## config.mk

```make
export PLATFORM = sky130hd
export DESIGN_NAME = spi_receive_con
export DESIGN_NICKNAME = d
export VERILOG_FILES = /design/src/rtl/spi_receive_con.sv
export SDC_FILE = /design/constraint.sdc
export NUM_CORES = 1
export LEC_CHECK = 0
export CORE_ASPECT_RATIO = 0.7
export CORE_MARGIN = 2
export CORE_UTILIZATION = 25
export CTS_BUF_LIST = sky130_fd_sc_hd__clkbuf_4 sky130_fd_sc_hd__clkbuf_8
export DETAILED_ROUTE_END_ITERATION = 16
export PLACE_DENSITY_LB_ADDON = 0.25
export SLEW_MARGIN = 40
export SYNTH_ARGS = -nofsm -noshare
export SYNTH_HDL_FRONTEND = slang
export SYNTH_HIERARCHICAL = 1
export SYNTH_SLANG_ARGS = --single-unit
```

## constraint.sdc

```tcl
create_clock -name clk_in -period 3.8 [get_ports clk_in]
set_input_delay 0.57 -clock clk_in [delete_from_list [all_inputs] [get_ports clk_in]]
set_output_delay 0.57 -clock clk_in [all_outputs]
set_load 0.1 [all_outputs]
```

## src/rtl/spi_receive_con.sv

```systemverilog
// -----------------------------------------------------------------------------
// spi_receive_con
//   Main-FPGA end of the quad-SPI pixel link. Oversamples the incoming link
//   clock, data lines, active-low select and final-pixel strobe in the clk_in
//   domain and rebuilds DATA_WIDTH-bit pixels. The first nibble received is the
//   MSB nibble. Every pixel leaves with its raster coordinates and a one-cycle
//   valid strobe. Frame completion and framing errors are reported as strobes.
//
// Ports
//   clk_in           in   system clock (>= 6 clk_in cycles per chip_clk period)
//   rst_in           in   asynchronous, active-high reset
//   chip_clk_in      in   link clock, asynchronous to clk_in
//   chip_data_in     in   link data [LINES], changes on chip_clk falling edge
//   chip_sel_in      in   active-low transfer select
//   final_pixel_in   in   high during the last nibble of the last frame pixel
//   pixel_valid_out  out  one-cycle strobe qualifying data/hcount/vcount
//   pixel_data_out   out  reconstructed pixel [DATA_WIDTH]
//   hcount_out       out  pixel column [HCOUNT_WIDTH]
//   vcount_out       out  pixel row [VCOUNT_WIDTH]
//   frame_done_out   out  one-cycle strobe with the valid of the final pixel
//   sync_error_out   out  one-cycle strobe on a framing error
// -----------------------------------------------------------------------------
module spi_receive_con #(
  parameter int DATA_WIDTH   = 8,
  parameter int LINES        = 4,
  parameter int H_PIXELS     = 320,
  parameter int V_PIXELS     = 180,
  parameter int HCOUNT_WIDTH = 9,
  parameter int VCOUNT_WIDTH = 8
) (
  input  logic                    clk_in,
  input  logic                    rst_in,
  input  logic                    chip_clk_in,
  input  logic [LINES-1:0]        chip_data_in,
  input  logic                    chip_sel_in,
  input  logic                    final_pixel_in,
  output logic                    pixel_valid_out,
  output logic [DATA_WIDTH-1:0]   pixel_data_out,
  output logic [HCOUNT_WIDTH-1:0] hcount_out,
  output logic [VCOUNT_WIDTH-1:0] vcount_out,
  output logic                    frame_done_out,
  output logic                    sync_error_out
);

  localparam int NIBBLES   = DATA_WIDTH / LINES;
  localparam int CNT_WIDTH = $clog2(NIBBLES) + 1;

  localparam logic [CNT_WIDTH-1:0]    CNT_ZERO = {CNT_WIDTH{1'b0}};
  localparam logic [CNT_WIDTH-1:0]    CNT_ONE  = CNT_WIDTH'(1);
  localparam logic [CNT_WIDTH-1:0]    NIB_LAST = CNT_WIDTH'(NIBBLES - 1);
  localparam logic [HCOUNT_WIDTH-1:0] H_ZERO   = {HCOUNT_WIDTH{1'b0}};
  localparam logic [HCOUNT_WIDTH-1:0] H_ONE    = HCOUNT_WIDTH'(1);
  localparam logic [HCOUNT_WIDTH-1:0] H_LAST   = HCOUNT_WIDTH'(H_PIXELS - 1);
  localparam logic [VCOUNT_WIDTH-1:0] V_ZERO   = {VCOUNT_WIDTH{1'b0}};
  localparam logic [VCOUNT_WIDTH-1:0] V_ONE    = VCOUNT_WIDTH'(1);
  localparam logic [VCOUNT_WIDTH-1:0] V_LAST   = VCOUNT_WIDTH'(V_PIXELS - 1);

  typedef enum logic [0:0] {
    ST_IDLE = 1'b0,
    ST_RECV = 1'b1
  } state_t;

  // Shift one nibble in at the LSB end; earlier nibbles move toward the MSB.
  function automatic logic [DATA_WIDTH-1:0] shift_in(
    input logic [DATA_WIDTH-1:0] cur,
    input logic [LINES-1:0]      nib
  );
    return {cur[DATA_WIDTH-LINES-1:0], nib};
  endfunction

  // True when (h, v) is the bottom-right pixel of the raster.
  function automatic logic is_last_pixel(
    input logic [HCOUNT_WIDTH-1:0] h,
    input logic [VCOUNT_WIDTH-1:0] v
  );
    return (h == H_LAST) && (v == V_LAST);
  endfunction

  // Synchronizer stages
  logic             clk_s1_r, clk_s2_r, clk_s3_r;
  logic [LINES-1:0] data_s1_r, data_s2_r;
  logic             sel_s1_r, sel_s2_r;
  logic             fin_s1_r, fin_s2_r;

  // Sampled link word, registered in the cycle the rising edge is seen
  logic             edge_s;
  logic             edge_r;
  logic [LINES-1:0] data_r;
  logic             final_r;

  // Receive state
  state_t                  state_r;
  logic [DATA_WIDTH-1:0]   shift_r;
  logic [CNT_WIDTH-1:0]    nib_cnt_r;
  logic                    emit_r;
  logic                    emit_final_r;
  logic [HCOUNT_WIDTH-1:0] hcount_r;
  logic [VCOUNT_WIDTH-1:0] vcount_r;

  // Two-flop synchronizers for every link input, plus a third flop on the clock for edge detect.
  always_ff @(posedge clk_in or posedge rst_in) begin
    if (rst_in) begin
      clk_s1_r  <= 1'b0;
      clk_s2_r  <= 1'b0;
      clk_s3_r  <= 1'b0;
      data_s1_r <= {LINES{1'b0}};
      data_s2_r <= {LINES{1'b0}};
      // Select idles inactive so reset never looks like the start of a transfer.
      sel_s1_r  <= 1'b1;
      sel_s2_r  <= 1'b1;
      fin_s1_r  <= 1'b0;
      fin_s2_r  <= 1'b0;
    end else begin
      clk_s1_r  <= chip_clk_in;
      clk_s2_r  <= clk_s1_r;
      clk_s3_r  <= clk_s2_r;
      data_s1_r <= chip_data_in;
      data_s2_r <= data_s1_r;
      sel_s1_r  <= chip_sel_in;
      sel_s2_r  <= sel_s1_r;
      fin_s1_r  <= final_pixel_in;
      fin_s2_r  <= fin_s1_r;
    end
  end

  // Rising edge of the synchronized link clock.
  always_comb begin
    edge_s = clk_s2_r & ~clk_s3_r;
  end

  // Capture data and final strobe from the s2 stage in the edge cycle.
  always_ff @(posedge clk_in or posedge rst_in) begin
    if (rst_in) begin
      edge_r  <= 1'b0;
      data_r  <= {LINES{1'b0}};
      final_r <= 1'b0;
    end else begin
      edge_r <= edge_s;
      if (edge_s) begin
        data_r  <= data_s2_r;
        final_r <= fin_s2_r;
      end
    end
  end

  // Receive FSM, pixel assembly, raster counters and registered outputs.
  always_ff @(posedge clk_in or posedge rst_in) begin
    if (rst_in) begin
      state_r         <= ST_IDLE;
      shift_r         <= {DATA_WIDTH{1'b0}};
      nib_cnt_r       <= CNT_ZERO;
      emit_r          <= 1'b0;
      emit_final_r    <= 1'b0;
      hcount_r        <= H_ZERO;
      vcount_r        <= V_ZERO;
      pixel_valid_out <= 1'b0;
      pixel_data_out  <= {DATA_WIDTH{1'b0}};
      hcount_out      <= H_ZERO;
      vcount_out      <= V_ZERO;
      frame_done_out  <= 1'b0;
      sync_error_out  <= 1'b0;
    end else begin
      pixel_valid_out <= 1'b0;
      frame_done_out  <= 1'b0;
      sync_error_out  <= 1'b0;
      emit_r          <= 1'b0;

      case (state_r)
        ST_IDLE: begin
          if (!sel_s2_r) begin
            nib_cnt_r <= CNT_ZERO;
            state_r   <= ST_RECV;
          end
        end
        ST_RECV: begin
          if (sel_s2_r) begin
            // Select gap: legal between pixels, an error if it cuts a pixel short.
            // Raster counters are left alone either way.
            state_r   <= ST_IDLE;
            nib_cnt_r <= CNT_ZERO;
            if (nib_cnt_r != CNT_ZERO) begin
              sync_error_out <= 1'b1;
            end
          end else if (edge_r) begin
            shift_r <= shift_in(shift_r, data_r);
            if (nib_cnt_r == NIB_LAST) begin
              // Pixel complete: count restarts now, emission happens next cycle.
              nib_cnt_r    <= CNT_ZERO;
              emit_r       <= 1'b1;
              emit_final_r <= final_r;
            end else begin
              nib_cnt_r <= nib_cnt_r + CNT_ONE;
            end
          end
        end
        default: begin
          state_r   <= ST_IDLE;
          nib_cnt_r <= CNT_ZERO;
        end
      endcase

      if (emit_r) begin
        pixel_valid_out <= 1'b1;
        pixel_data_out  <= shift_r;
        hcount_out      <= hcount_r;
        vcount_out      <= vcount_r;
        if (emit_final_r) begin
          // Transmitter declared end of frame; resync raster to the origin.
          frame_done_out <= 1'b1;
          hcount_r       <= H_ZERO;
          vcount_r       <= V_ZERO;
          if (!is_last_pixel(hcount_r, vcount_r)) begin
            sync_error_out <= 1'b1;
          end
        end else if (hcount_r == H_LAST) begin
          hcount_r <= H_ZERO;
          vcount_r <= (vcount_r == V_LAST) ? V_ZERO : (vcount_r + V_ONE);
        end else begin
          hcount_r <= hcount_r + H_ONE;
        end
      end
    end
  end

  spi_receive_con_checker #(
    .H_PIXELS     (H_PIXELS),
    .V_PIXELS     (V_PIXELS),
    .HCOUNT_WIDTH (HCOUNT_WIDTH),
    .VCOUNT_WIDTH (VCOUNT_WIDTH)
  ) u_checker (
    .clk_in          (clk_in),
    .rst_in          (rst_in),
    .pixel_valid_out (pixel_valid_out),
    .hcount_out      (hcount_out),
    .vcount_out      (vcount_out),
    .frame_done_out  (frame_done_out)
  );

endmodule

// -----------------------------------------------------------------------------
// spi_receive_con_checker
//   Output protocol properties of spi_receive_con.
//
// Ports
//   clk_in, rst_in     clock and asynchronous active-high reset
//   pixel_valid_out    pixel strobe under observation
//   hcount_out         reported column
//   vcount_out         reported row
//   frame_done_out     frame strobe under observation
// -----------------------------------------------------------------------------
module spi_receive_con_checker #(
  parameter int H_PIXELS     = 320,
  parameter int V_PIXELS     = 180,
  parameter int HCOUNT_WIDTH = 9,
  parameter int VCOUNT_WIDTH = 8
) (
  input logic                    clk_in,
  input logic                    rst_in,
  input logic                    pixel_valid_out,
  input logic [HCOUNT_WIDTH-1:0] hcount_out,
  input logic [VCOUNT_WIDTH-1:0] vcount_out,
  input logic                    frame_done_out
);

  localparam logic [HCOUNT_WIDTH-1:0] H_LAST = HCOUNT_WIDTH'(H_PIXELS - 1);
  localparam logic [VCOUNT_WIDTH-1:0] V_LAST = VCOUNT_WIDTH'(V_PIXELS - 1);

  // A frame only ends on an emitted pixel.
  a_done_with_valid: assert property (@(posedge clk_in) disable iff (rst_in)
    frame_done_out |-> pixel_valid_out);

  // Pixels are at least one full link period apart, so valid is never held.
  a_valid_one_cycle: assert property (@(posedge clk_in) disable iff (rst_in)
    pixel_valid_out |=> !pixel_valid_out);

  // Reported coordinates stay inside the raster.
  a_coord_range: assert property (@(posedge clk_in) disable iff (rst_in)
    pixel_valid_out |-> ((hcount_out <= H_LAST) && (vcount_out <= V_LAST)));

endmodule

```

==> flow_summary.ini <==
[worst_setup_path]
critPathMaxFanout = 18
crit_start = emit_r
crit_end = vcount_r[7]
ff2ff_path_depth = 4
r2r_setup_slack_ns = 1.69
arrival_ns = 2.38
r2r_start = emit_r
startpoint_type = register
required_ns = 4.07
cp-end-kind = register
crit_type = register to register
r2r_end = vcount_r[7]

[layout]
area_growth_pct = 21.6
nFillCells = 1191
final_nets = 275
finalInstanceArea_sq_mm = 0.00369
diodes = 0
multi_input_area_sq_um = 986
fin_util_pct = 31.3
layout-drive-gt1-share_pct = 34.0
regArea_sq_mm = 0.00198

[placed_design]
gp_congestion = 0.789
portBuffers = 36
dpl-instance-area_sq_mm = 0.00344
dpl.hpwl_um = 3810

[synthesis]
ys_types = 40
synth_top_area_cell = dfrtp_1
yosysWarnings = 6
yosys-top-cells-count = dfrtp_1, mux2_2, nor2_1
synth_flop_cell = dfrtp_1
synth_edf_count = 0
syn_nets = 232
ys_ff_latch = 79
netlist_instances = 221
async_flop_share_pct = 100
synth.most_common_cell = dfrtp_1
seq_area_frac_synth_pct = 65.3
synth_area_sq_mm = 0.00303
synth_top_area_share_pct = 63.5
synthTopCellsByArea = dfrtp_1, mux2_2, dfstp_2, o21ai_0, nor2_1
syn_area_per_cell_sq_um = 13.7

[clocking]
cts_hold_buf = 0
cts_buffer_depth = 2
cts_sinks = 79
post_cts_resized = 0
clock_latency_ns = 0.35
postCtsSetupBuffers = 0
root_buffer = clkbuf_8
htree_levels = 3
clk_pin_slew_ns = 0.08
cts_buffers = 9
cts_tree = done

[route]
wire_per_inst_um = 13.1
via_per_inst = 4.21
vias = 1791
routed_wl_um = 5570
dr.pass1.iters = 4
drtAntennaViolNets = 0
drc = 0
drt-initial-drc-count = 98

[sta]
rsz0062_at_grt = false
period_needed_ns = 2.11
worstMarginPinSlew_ns = 0.714
finClkSkew_ns = 0.0144
tns_ns = 0
timing.fmax_ghz = 0.474
setup_viol = 0
hold_viol_final = 0
slew_viol_final = 0
fin_crit_sh_pct = 55.5
max_slew_margin_pct = 52.4

[grt]
grt_pass1_wl_um = 9270
grt_max_degree = 45
grt_overflow = 0
grt_usage_pct = 9.49
grt_pass1_vias = 1716
antenna_found_initial = 0

[hold_path]
hold_path_class = register to register
hold_depth = 0

[power_and_ir_drop]
internal_power_mw = 1.44
seq_power_share_pct = 49.9
total_power_mw = 1.90
swShare_pct = 23.8
pwr-share-comb_pct = 9.9
p_per_area_mw_per_mm2 = 514
p_leak_nw = 1.73
peakVddDrop_mv = 0.153
p_clk_share_pct = 40.2
p_sw_mw = 0.452

[floorplan]
start_util_pct = 25.8
fp.dieH_um = 96.2
chipWidth_um = 136
num_io_pins = 37
rows = 33
core_area_sq_mm = 0.0118
die-area_sq_mm = 0.0130

[flow_run]
drv_cap = 0

[outcome]
status = completed
through the flow:
stage | setup WS [ns] | instances | hold slack, ns
6_report | 1.69 | 425 | 0.350
5_1_grt | 1.51 | 425 | 0.360
3_5_place_dp | 1.67 | 410 | 0.335
2_1_floorplan | 1.21 | 221 | 0.331
4_1_cts | 1.67 | 425 | 0.352
3_3_place_gp | 1.73 | 410 | 0.333
cell families after synthesis:
logic type | after synthesis | share of synthesized area [%]
DFF | 79 | 65.3
and+or+nand+nor | 47 | 8.70
buffers and inverters | 16 | 2.23
muxes | 39 | 14.5
xor gates and xnor gates | 6 | 1.73
AOI/OAI and AO/OA | 32 | 6.77
adders and majority gates | 2 | 0.825
sequential cells by signal (all words and copies together) (netlist names), 4 cells and up:
register and count:
vcount_r 8, data_s2_r 4, data_s1_r 4, vcount_out 8
hcount_out 9, pixel_data_out 8, data_r 4, shift_r 8
hcount_r 9
placed cells by master, fill, tap and decap left out, drive strengths merged, types with 2 or more instances in the layout:
cell / instances
a211oi: 2
a21oi: 6
buf: 31
bufinv: 3
clkbuf: 12
clkdlybuf4s50: 8
dfrtp: 77
dfstp: 2
ha: 2
inv: 8
mux2: 39
nand2: 9
nand3: 5
nand4: 3
nor2: 12
nor3: 3
nor3b: 2
o21a: 3
o21ai: 10
o2bb2ai: 2
o31ai: 3
or3: 2
or4: 3
xnor2: 4
xor2: 2
metal layers:
layer | wire [um] | track usage [%] | share of wire [%] | vias to the layer above
met1 | 2940 | 14.0 | 53 | 867
met3 | 350 | 4.00 | 6.3 | 8
met4 | 57 | 3.13 | 1.0 | 0
li1 | - | - | - | 878
met2 | 2220 | 12.2 | 40 | 38
met5 | 0 | 0 | 0 | -
worst max-delay path, cell delays in order, from the launching register on:
cell and delay, ns:
dfrtp_1 0.81, nand2_1 0.20, or3_1 0.39, or4_1 0.47
a21oi_1 0.16
how the worst min path moves through the flow:
stage | startpoint | end | slack, ns
floorplan | clk_s1_r | clk_s2_r | 0.33
global placement | clk_s1_r | clk_s2_r | 0.33
detailed placement | data_s1_r[1] | data_s2_r[1] | 0.33
CTS | data_s1_r[1] | data_s2_r[1] | 0.35
global route | data_s1_r[1] | data_s2_r[1] | 0.36
finish | data_s1_r[1] | data_s2_r[1] | 0.35
power groups by stage:
| stage | logic (mW) | clock network [mW] | registers (mW) |
|---|---|---|---|
| 4_1_cts | 0.192 | 0.791 | 0.948 |
| 5_1_grt | 0.202 | 0.830 | 0.956 |
| 3_3_place_gp | 0.198 | 0 | 0.963 |
| 3_5_place_dp | 0.191 | 0 | 0.964 |
| 6_report | 0.188 | 0.761 | 0.946 |
| 2_1_floorplan | 0.0834 | 0 | 1.02 |
area by class of cell:
| cell class | instances | share of cell area, % |
|---|---|---|
| clock buffer | 12 | 4.31 |
| inverter | 9 | 0.950 |
| clock inverter | 3 | 2.44 |
| multi-input combinational | 126 | 26.7 |
| timing repair buffer | 39 | 6.58 |
| tap | 157 | 5.33 |
| sequential | 79 | 53.7 |
Power figures use the tool's default switching activity.
